--- src/rtl/ann_day_sequencer.sv ---
// Day-loop sequencer for the ANN core: per window it uploads weights, fetches the
// 4-day window and target, runs a calculation, emits the prediction and optionally trains.
module ann_day_sequencer #(
   parameter int DATA_W      = 156,
   parameter int WEIGHT_NUM  = 40,
   parameter int DAYS        = 369,
   parameter int T_AW        = 9,
   parameter int W_AW        = 14,
   parameter int CALC_CYC    = 5,
   parameter int RDY_TIMEOUT = 255
) (
   input  logic              Clk,
   input  logic              Reset_h,
   input  logic              start,
   input  logic              train_en,
   output logic              busy,
   output logic              done,
   output logic              err,
   output logic [T_AW-1:0]   t_addr,
   input  logic [DATA_W-1:0] t_rdata,
   output logic [W_AW-1:0]   w_addr,
   input  logic [DATA_W-1:0] w_rdata,
   output logic              w_we,
   output logic [DATA_W-1:0] w_wdata,
   output logic [DATA_W-1:0] Temperature_in_0,
   output logic [DATA_W-1:0] Temperature_in_1,
   output logic [DATA_W-1:0] Temperature_in_2,
   output logic [DATA_W-1:0] Temperature_in_3,
   output logic [DATA_W-1:0] Target,
   output logic [DATA_W-1:0] Weight_in,
   output logic              Weight_Save_enable,
   output logic              Weight_Load_enable,
   output logic              tb_rev_ready_h,
   output logic              training_enable_h,
   input  logic [DATA_W-1:0] Data_out,
   input  logic [DATA_W-1:0] New_weight_out,
   input  logic              Ready_Signal,
   output logic              pred_valid,
   input  logic              pred_ready,
   output logic [25:0]       pred_data,
   output logic [T_AW-1:0]   pred_day,
   output logic [3:0]        dbg_state_o
);

   typedef enum logic [3:0] {
      S_IDLE, S_LOAD_W, S_FETCH_T, S_CALC, S_WAIT_RDY,
      S_EMIT, S_TRAIN, S_READ_W, S_NEXT, S_DONE
   } state_t;

   localparam logic [15:0]     LOAD_LAST  = 16'(WEIGHT_NUM - 1);
   localparam logic [15:0]     FETCH_LAST = 16'd5;
   localparam logic [15:0]     CALC_LAST  = 16'(CALC_CYC - 1);
   localparam logic [15:0]     RDY_LAST   = 16'(RDY_TIMEOUT - 1);
   localparam logic [15:0]     READ_LAST  = 16'(WEIGHT_NUM);
   localparam logic [T_AW-1:0] LAST_DAY   = T_AW'(DAYS - 5);
   localparam logic [W_AW-1:0] BASE_STEP  = W_AW'(WEIGHT_NUM);

   state_t              state_q, state_d;
   logic [15:0]         cnt_q, cnt_d;
   logic [T_AW-1:0]     day_q, day_d;
   logic [W_AW-1:0]     base_q, base_d;
   logic                train_q, train_d;
   logic                err_q, err_d;
   logic                save_q, save_d;
   logic [25:0]         pred_data_q, pred_data_d;
   logic [T_AW-1:0]     pred_day_q, pred_day_d;
   logic [DATA_W-1:0]   temp_q [4];
   logic [DATA_W-1:0]   temp_d [4];
   logic [DATA_W-1:0]   target_q, target_d;

   logic unused_data_hi;
   assign unused_data_hi = ^Data_out[DATA_W-1:26];

   // Next-state and datapath updates.
   always_comb begin
      state_d     = state_q;
      cnt_d       = cnt_q;
      day_d       = day_q;
      base_d      = base_q;
      train_d     = train_q;
      err_d       = err_q;
      save_d      = (state_q == S_LOAD_W);
      pred_data_d = pred_data_q;
      pred_day_d  = pred_day_q;
      temp_d      = temp_q;
      target_d    = target_q;
      case (state_q)
         S_IDLE: if (start) begin
            state_d = S_LOAD_W;
            cnt_d   = '0;
            day_d   = '0;
            base_d  = '0;
            train_d = train_en;
            err_d   = 1'b0;
         end
         S_LOAD_W: begin
            cnt_d = cnt_q + 16'd1;
            if (cnt_q == LOAD_LAST) begin
               state_d = S_FETCH_T;
               cnt_d   = '0;
            end
         end
         S_FETCH_T: begin
            // Read data lags the address by one cycle, so slot cnt-1 lands here.
            case (cnt_q)
               16'd1:   temp_d[0] = t_rdata;
               16'd2:   temp_d[1] = t_rdata;
               16'd3:   temp_d[2] = t_rdata;
               16'd4:   temp_d[3] = t_rdata;
               16'd5:   target_d  = t_rdata;
               default: ;
            endcase
            cnt_d = cnt_q + 16'd1;
            if (cnt_q == FETCH_LAST) begin
               state_d = S_CALC;
               cnt_d   = '0;
            end
         end
         S_CALC: begin
            cnt_d = cnt_q + 16'd1;
            if (cnt_q == CALC_LAST) begin
               state_d = S_WAIT_RDY;
               cnt_d   = '0;
            end
         end
         S_WAIT_RDY: begin
            cnt_d = cnt_q + 16'd1;
            if (Ready_Signal) begin
               pred_data_d = Data_out[25:0];
               pred_day_d  = day_q;
               state_d     = S_EMIT;
               cnt_d       = '0;
            end else if (cnt_q == RDY_LAST) begin
               err_d   = 1'b1;
               state_d = S_IDLE;
               cnt_d   = '0;
            end
         end
         // pred_valid/pred_ready: a transfer happens on a cycle where both are high;
         // pred_valid, pred_data and pred_day hold steady until that cycle.
         S_EMIT: if (pred_ready) begin
            state_d = train_q ? S_TRAIN : S_NEXT;
            cnt_d   = '0;
         end
         S_TRAIN: begin
            cnt_d = cnt_q + 16'd1;
            if (cnt_q == 16'd1) begin
               state_d = S_READ_W;
               cnt_d   = '0;
            end
         end
         S_READ_W: begin
            cnt_d = cnt_q + 16'd1;
            if (cnt_q == READ_LAST) begin
               state_d = S_NEXT;
               cnt_d   = '0;
            end
         end
         S_NEXT: begin
            if (day_q == LAST_DAY) begin
               state_d = S_DONE;
               day_d   = '0;
               base_d  = '0;
            end else begin
               state_d = S_LOAD_W;
               day_d   = day_q + T_AW'(1);
               base_d  = base_q + BASE_STEP;
            end
         end
         S_DONE:  state_d = S_IDLE;
         default: state_d = S_IDLE;
      endcase
   end

   // Outputs decoded from state; the four ANN strobes belong to disjoint states.
   always_comb begin
      busy               = (state_q != S_IDLE) && (state_q != S_DONE);
      done               = (state_q == S_DONE);
      t_addr             = '0;
      w_addr             = '0;
      w_we               = 1'b0;
      w_wdata            = '0;
      Weight_Save_enable = save_q;
      Weight_in          = save_q ? w_rdata : '0;
      Weight_Load_enable = (state_q == S_READ_W);
      tb_rev_ready_h     = (state_q == S_CALC);
      training_enable_h  = (state_q == S_TRAIN) && (cnt_q == 16'd0);
      pred_valid         = (state_q == S_EMIT);
      if (state_q == S_FETCH_T && cnt_q < FETCH_LAST)
         t_addr = day_q + T_AW'(cnt_q);
      if (state_q == S_LOAD_W)
         w_addr = base_q + W_AW'(cnt_q);
      if (state_q == S_READ_W && cnt_q != 16'd0) begin
         w_addr  = base_q + W_AW'(cnt_q - 16'd1);
         w_we    = train_q;
         w_wdata = train_q ? New_weight_out : '0;
      end
   end

   assign err              = err_q;
   assign pred_data        = pred_data_q;
   assign pred_day         = pred_day_q;
   assign Temperature_in_0 = temp_q[0];
   assign Temperature_in_1 = temp_q[1];
   assign Temperature_in_2 = temp_q[2];
   assign Temperature_in_3 = temp_q[3];
   assign Target           = target_q;
   assign dbg_state_o      = state_q;

   always_ff @(posedge Clk) begin
      if (Reset_h) begin
         state_q     <= S_IDLE;
         cnt_q       <= '0;
         day_q       <= '0;
         base_q      <= '0;
         train_q     <= 1'b0;
         err_q       <= 1'b0;
         save_q      <= 1'b0;
         pred_data_q <= '0;
         pred_day_q  <= '0;
         temp_q      <= '{default: '0};
         target_q    <= '0;
      end else begin
         state_q     <= state_d;
         cnt_q       <= cnt_d;
         day_q       <= day_d;
         base_q      <= base_d;
         train_q     <= train_d;
         err_q       <= err_d;
         save_q      <= save_d;
         pred_data_q <= pred_data_d;
         pred_day_q  <= pred_day_d;
         temp_q      <= temp_d;
         target_q    <= target_d;
      end
   end

endmodule

--- config.mk ---
export PLATFORM = sky130hd
export DESIGN_NAME = ann_day_sequencer
export DESIGN_NICKNAME = d
export VERILOG_FILES = /design/src/rtl/ann_day_sequencer.sv
export SDC_FILE = /design/constraint.sdc
export NUM_CORES = 2
export LEC_CHECK = 0
export CAP_MARGIN = 20
export CORE_AREA = 2 2 704 706
export CTS_CLUSTER_SIZE = 16
export DETAILED_ROUTE_END_ITERATION = 8
export DIE_AREA = 0 0 706 708
export GPL_TIMING_DRIVEN = 0
export PLACE_DENSITY = 0.35
export SLEW_MARGIN = 40
export SYNTH_ARGS = -nofsm -noshare
export SYNTH_HDL_FRONTEND = slang
export SYNTH_SLANG_ARGS = --single-unit
--- constraint.sdc ---
create_clock -name Clk -period 2.6 [get_ports Clk]
set_clock_uncertainty 0.2 [all_clocks]
set_input_delay 0.26 -clock Clk [delete_from_list [all_inputs] [get_ports Clk]]
set_output_delay 0.26 -clock Clk [all_outputs]
set_load 0.05 [all_outputs]
# Word-level counts from Yosys, hierarchy flattened
# Index checks and enable logic that the tools add are counted.
# classes
order_cmp	1
n_addsub	7
eq_ne	29
n_reduce_logical	22
n_mux	39
# op_table
cell	count
two-way mux 156 bit	3
two-way mux 16 bit	9
one-hot mux 16 bit (8 select lines)	1
two-way mux 14 bit	4
two-way mux 4 bit	11
one-hot mux 4 bit (9 select lines)	1
== test 16 x 2 -> 1 bit (second input constant)	2
== test 16 x 3 -> 1 bit (second input constant)	2
== test 16 x 6 -> 1 bit (second input constant)	2
adder 14 bit	2
one-hot mux 14 bit (2 select lines)	1
two-way mux 9 bit	3
one-hot mux 9 bit (2 select lines)	1
adder 16 x 1 -> 16 bit (second input constant)	1
== test 16 x 1 -> 1 bit (second input constant)	1
== test 16 x 8 -> 1 bit (second input constant)	1
== test 4 x 3 -> 1 bit (second input constant)	4
zero test 16 bit	1
< comparator 16 x 3 -> 1 bit (second input constant)	1
AND reduction 2 bit	8
nonzero test 16 bit	1
adder 14 x 6 -> 14 bit (second input constant)	1
subtractor 14 x 1 -> 14 bit (second input constant)	1
!= test 2 bit (second input constant)	5
other kinds (19)	31
# totals
wordCells	112
input_bits	630
out_inout_bits	1163
regBits	861

# Depth between registers and ports, before layout
# depth
depth_word	4
ltp_mapped	12
depth_no_buf	11

# Worst setup path before layout
# No wires, ideal clock.
# synth_timing
path_kind	reg2out
startpoint	reg state_q[0] (netlist: dbg_state_o[0])
endpoint	out w_addr[0]
path_buffers	2
arrival_time_ns	3.219
stages_incl_launch_ff	8
slack_ns	-1.079
path_cell_list	dfxtp_1 clkbuf_1 nor2b_1 nand3_1 inv_1 nand2b_1 clkbuf_1 o21ai_0
# synth_via
elab_chain_cells	3
# synth_rtl
element	line_no	text
from (decl)	58	state_t state_q, state_d;
from (signal assigned)	224	state_q <= state_d;
== test 4 x 3 -> 1 bit	--	
net Weight_Load_enable	32	output logic Weight_Load_enable,
logical AND 1 bit	193	if (state_q == S_READ_W && cnt_q != 16'd0) begin
two-way mux 14 bit	193	
to (decl)	21	output logic [W_AW-1:0] w_addr,
# The timed path passes the listed nets, and every way through them passes these cells.

# Worst setup path in the final report
# layout_timing
startpoint	reg cnt_q[15]
endpoint	out w_wdata[33]
# layout_via
elab_chain_cells	3
# layout_rtl
element	line_no	text
from (decl)	59	logic [15:0] cnt_q, cnt_d;
from (signal assigned)	225	cnt_q <= cnt_d;
nonzero test 16 bit	193	
logical AND 1 bit	193	
two-way mux 156 bit	193	
to (decl)	24	output logic [DATA_W-1:0] w_wdata,
# Every way passes these cells.

==> results.toml <==
[place]
dp.cells = 12600
placed_area_um2 = 59800
gp_routability_congestion = 1.03
io_buffers = 1661
dp_hpwl_um = 346000

[pwr]
leakage_nw = 21.4
p_total_mw = 37.5
vdd_drop_max_mv = 0.502
powerDensity_nw_per_um2 = 569

[synthesis]
synth_xor_area_share_pct = 0.856
synth_nets = 5113
synth_top_family_by_area = "simple AND/OR/NAND/NOR gates"
synth-seq-cells = 858
synth-simple-area-share_pct = 27.2
async_reset_ff_share_pct = 0
synth_ff_type = "dfxtp_1"
synth_seq_area_share_pct = 50.9
synthDistinctLibCells = 58
yosys_warnings = 0
synth-compound-area-share_pct = 14.6
synth-edff-count = 0
postSynthCellCount = 4434
synth-adder-area-share_pct = 1.86
netlist_area_um2 = 33700
synthMuxAreaShare_pct = 0.0927
synth_area_per_cell_um2 = 7.61

[finish]
layout_commonest_cell = "nand2_1"
syn2layout_area_growth_pct = 95.1
layout-drive-gt1-share_pct = 13.5
multi_input_area_um2 = 15800
stdcell_count = 13000
finalInstanceArea_um2 = 65800
utilization_pct = 13.4
nFillCells = 56500
final_cell_mix = "nand2_1, clkdlybuf4s50_1, a21oi_1"
seqCellArea_um2 = 17200
nets = 7043

[clock_tree]
numClockSinks = 858
clk_pin_slew_worst_paths_ns = 0.06
cts_tree = "yes"
cts_root_buf = "clkbuf_16"
cts_buffer_depth = 4
htree_levels = 3
cts_buffers = 115
insertion_delay_ns = 0.86

[timing]
worst_pin_slew_ns = 0.869
whs_ns = 0.0576
fin_crit_ns = 3.93
max_freq_ghz = 0.254
hold_violations = 0
rsz0062_at_grt = "yes"
finalCritPeriodShare_pct = 151
worst_slack_ns = -1.33
drv_slew = 0
relSlewSlack_pct = 41.9
finalSetupViolCount = 1282

[die]
start_util_pct = 6.86
chipHeight_um = 708
die_w_um = 706
die-area_um2 = 500000
fp-row-count = 258
ios = 1793
core-area_um2 = 492000

[routing]
wl_um = 399000
num_vias = 39600
drt_pass1_iterations = 5
drtIter0Drc = 2887
ant_nets = 0
via_per_inst = 3.04
drc_errors = 0
wire_per_inst_um = 30.6

[worst_setup_path]
path_common_cell = "clkbuf_16"
critPathRequiredTime_ns = 2.14
critPathLaunch = "cnt_q[15]$_SDFFE_PP0P_"
crit_chain = "or4_4 -> nor4_4 -> and3_1 -> nand2b_4 -> nor2_4 -> buf_12 -> clkbuf_16 -> clkbuf_16 -> and2_4 -> buf_8"
timing.critical_path.to = "w_wdata[33]"
crit_family = "simple AND/OR/NAND/NOR gates"
critical_path.max_fanout = 10
worst-path-buf-inv = 4
worst_setup_path_start_kind = "flip-flop"
cp-end-kind = "primary output"
slowest_delay_ns = 0.59
crit_type = "flip-flop to primary output"
worstPathArrival_ns = 3.47
ff2ff_setup_slack_ns = -1.14
reg2reg_from = "cnt_q[15]$_SDFFE_PP0P_"
reg2regPathDepth = 9
r2r_end = "Temperature_in_3[68]$_SDFFE_PP0P_"
cp_num_cells = 10
cp_slowest_cell = "or4_4"

[outcome]
violations = "setup timing"
status = "finished, violations left"

[global_route]
grt_antenna_before_repair = 202
grt_pass1_vias = 37300
grt_pass1_wl_um = 485000
overflow = 0
grtUsageTotal_pct = 15.3
grt_start_max_net_pins = 16

[hold_path]
min_path_type = "input pin to flip-flop"
worstHoldPathCells = 3

[job]
drv_cap = 0
[metal layers]
metal	vias up	GRT usage [%]	wire (um)
li1	18300	-	-
met2	1767	23.1	170000
met4	42	2.07	5490
met1	19300	20.8	186000
met3	283	5.93	37300
met5	-	0	235
[worst reg2reg max path, cell delays in order, from the launching register on]
cell	delay (ns)
dfxtp_2	0.32
or4_4	0.59
nor4_4	0.35
and3_2	0.32
buf_2	0.21
and3_1	0.22
buf_4	0.52
buf_2	0.63
nand2_1	0.14
a21oi_1	0.15
[synthesized netlist by cell type, types with 3 or more instances]
library cell	number	area, um2
inv_1	60	225
a21o_1	6	45.0
or3_1	10	62.6
clkbuf_1	238	893
and2_1	315	1970
xnor2_1	19	166
a31oi_1	4	25.0
nor2_1	72	270
ha_1	47	588
a21oi_1	862	4310
or2_2	5	31.3
dfxtp_1	858	17200
o22ai_1	9	56.3
and3_1	17	106
nand2b_1	10	62.6
nand2_1	1663	6240
nor4_1	9	56.3
or4_4	3	33.8
xor2_1	14	123
buf_2	82	410
nor3_1	15	75.1
a211oi_1	6	45.0
o21ai_0	42	210
o32ai_1	3	26.3
nor2b_1	6	37.5
nand3_1	14	70.1
a311oi_1	4	35.0
nand4_1	7	43.8
[area by class of cell]
cell class,instances,area share (%)
Timing Repair Buffer,1813,28.4
Sequential cell,858,26.2
Multi-Input combinational cell,3195,24.0
Tap cell,6500,12.4
Clock buffer,169,5.07
Buffer,321,2.76
Clock inverter,29,0.477
Inverter,60,0.365
Antenna cell,82,0.312
[registers in the layout, indices dropped and copies added (netlist names)]
signal,count
Temperature_in_1,156
base_q,11
err,1
day_q,9
pred_day,9
cnt_q,16
Temperature_in_0,156
dbg_state_o,4
Weight_Save_enable,1
train_q,1
pred_data,26
Temperature_in_2,156
Target,156
Temperature_in_3,156
[worst min path at each step]
stage / slack (ns) / start / end
detailed placement: 0.24 / Temperature_in_3[120]$_SDFFE_PP0P_ / Temperature_in_3[120]$_SDFFE_PP0P_
global placement: 0.24 / Temperature_in_0[129]$_SDFFE_PP0P_ / Temperature_in_0[129]$_SDFFE_PP0P_
finish: 0.06 / Reset_h / cnt_q[8]$_SDFFE_PP0P_
global route: 0.03 / t_rdata[72] / Temperature_in_1[72]$_SDFFE_PP0P_
floorplan: 0.16 / start / err$_SDFFE_PP0P_
CTS: 0.004 / t_rdata[122] / Temperature_in_2[122]$_SDFFE_PP0P_
[where the power goes]
group | internal, mW | switching (mW) | leakage, nW | total [mW]
clock | 9.24 | 6.93 | 1.79 | 16.2
sequential | 13.3 | 0.186 | 6.92 | 13.5
combinational | 2.47 | 5.33 | 12.7 | 7.80
[cell families (layout without fill, tap and decap cells)]
kind of cell | count (synthesis) | after routing
and+or+nand+nor | 2156 | 2156
AOI/OAI and AO/OA | 954 | 954
DFF | 858 | 858
buffers and inverters | 381 | 2392
adders and majority gates | 49 | 49
xor gates and xnor gates | 33 | 33
muxes | 3 | 3
other | 0 | 82
[through the flow]
stage	TNS, ns	worst slack (ns)
after floorplan	-2.75	-0.254
after global placement	-2154.69	-2.90
after detailed placement	-1295.53	-1.83
after CTS	-1318.51	-1.49
after global routing	-1351.97	-1.48
final	-1080.32	-1.33
[repair_timing]
action | CTS | global route
setup buffers | 7 | 8
resized for setup | 1114 | 128
hold endpoints to repair | 396 | 0
pin swaps | 11 | 9
hold buffers | 106 | 0
gates cloned | 2 | 3
endpoints found under the setup margin | 1577 | 1490
(Power assumes the default switching activity.)
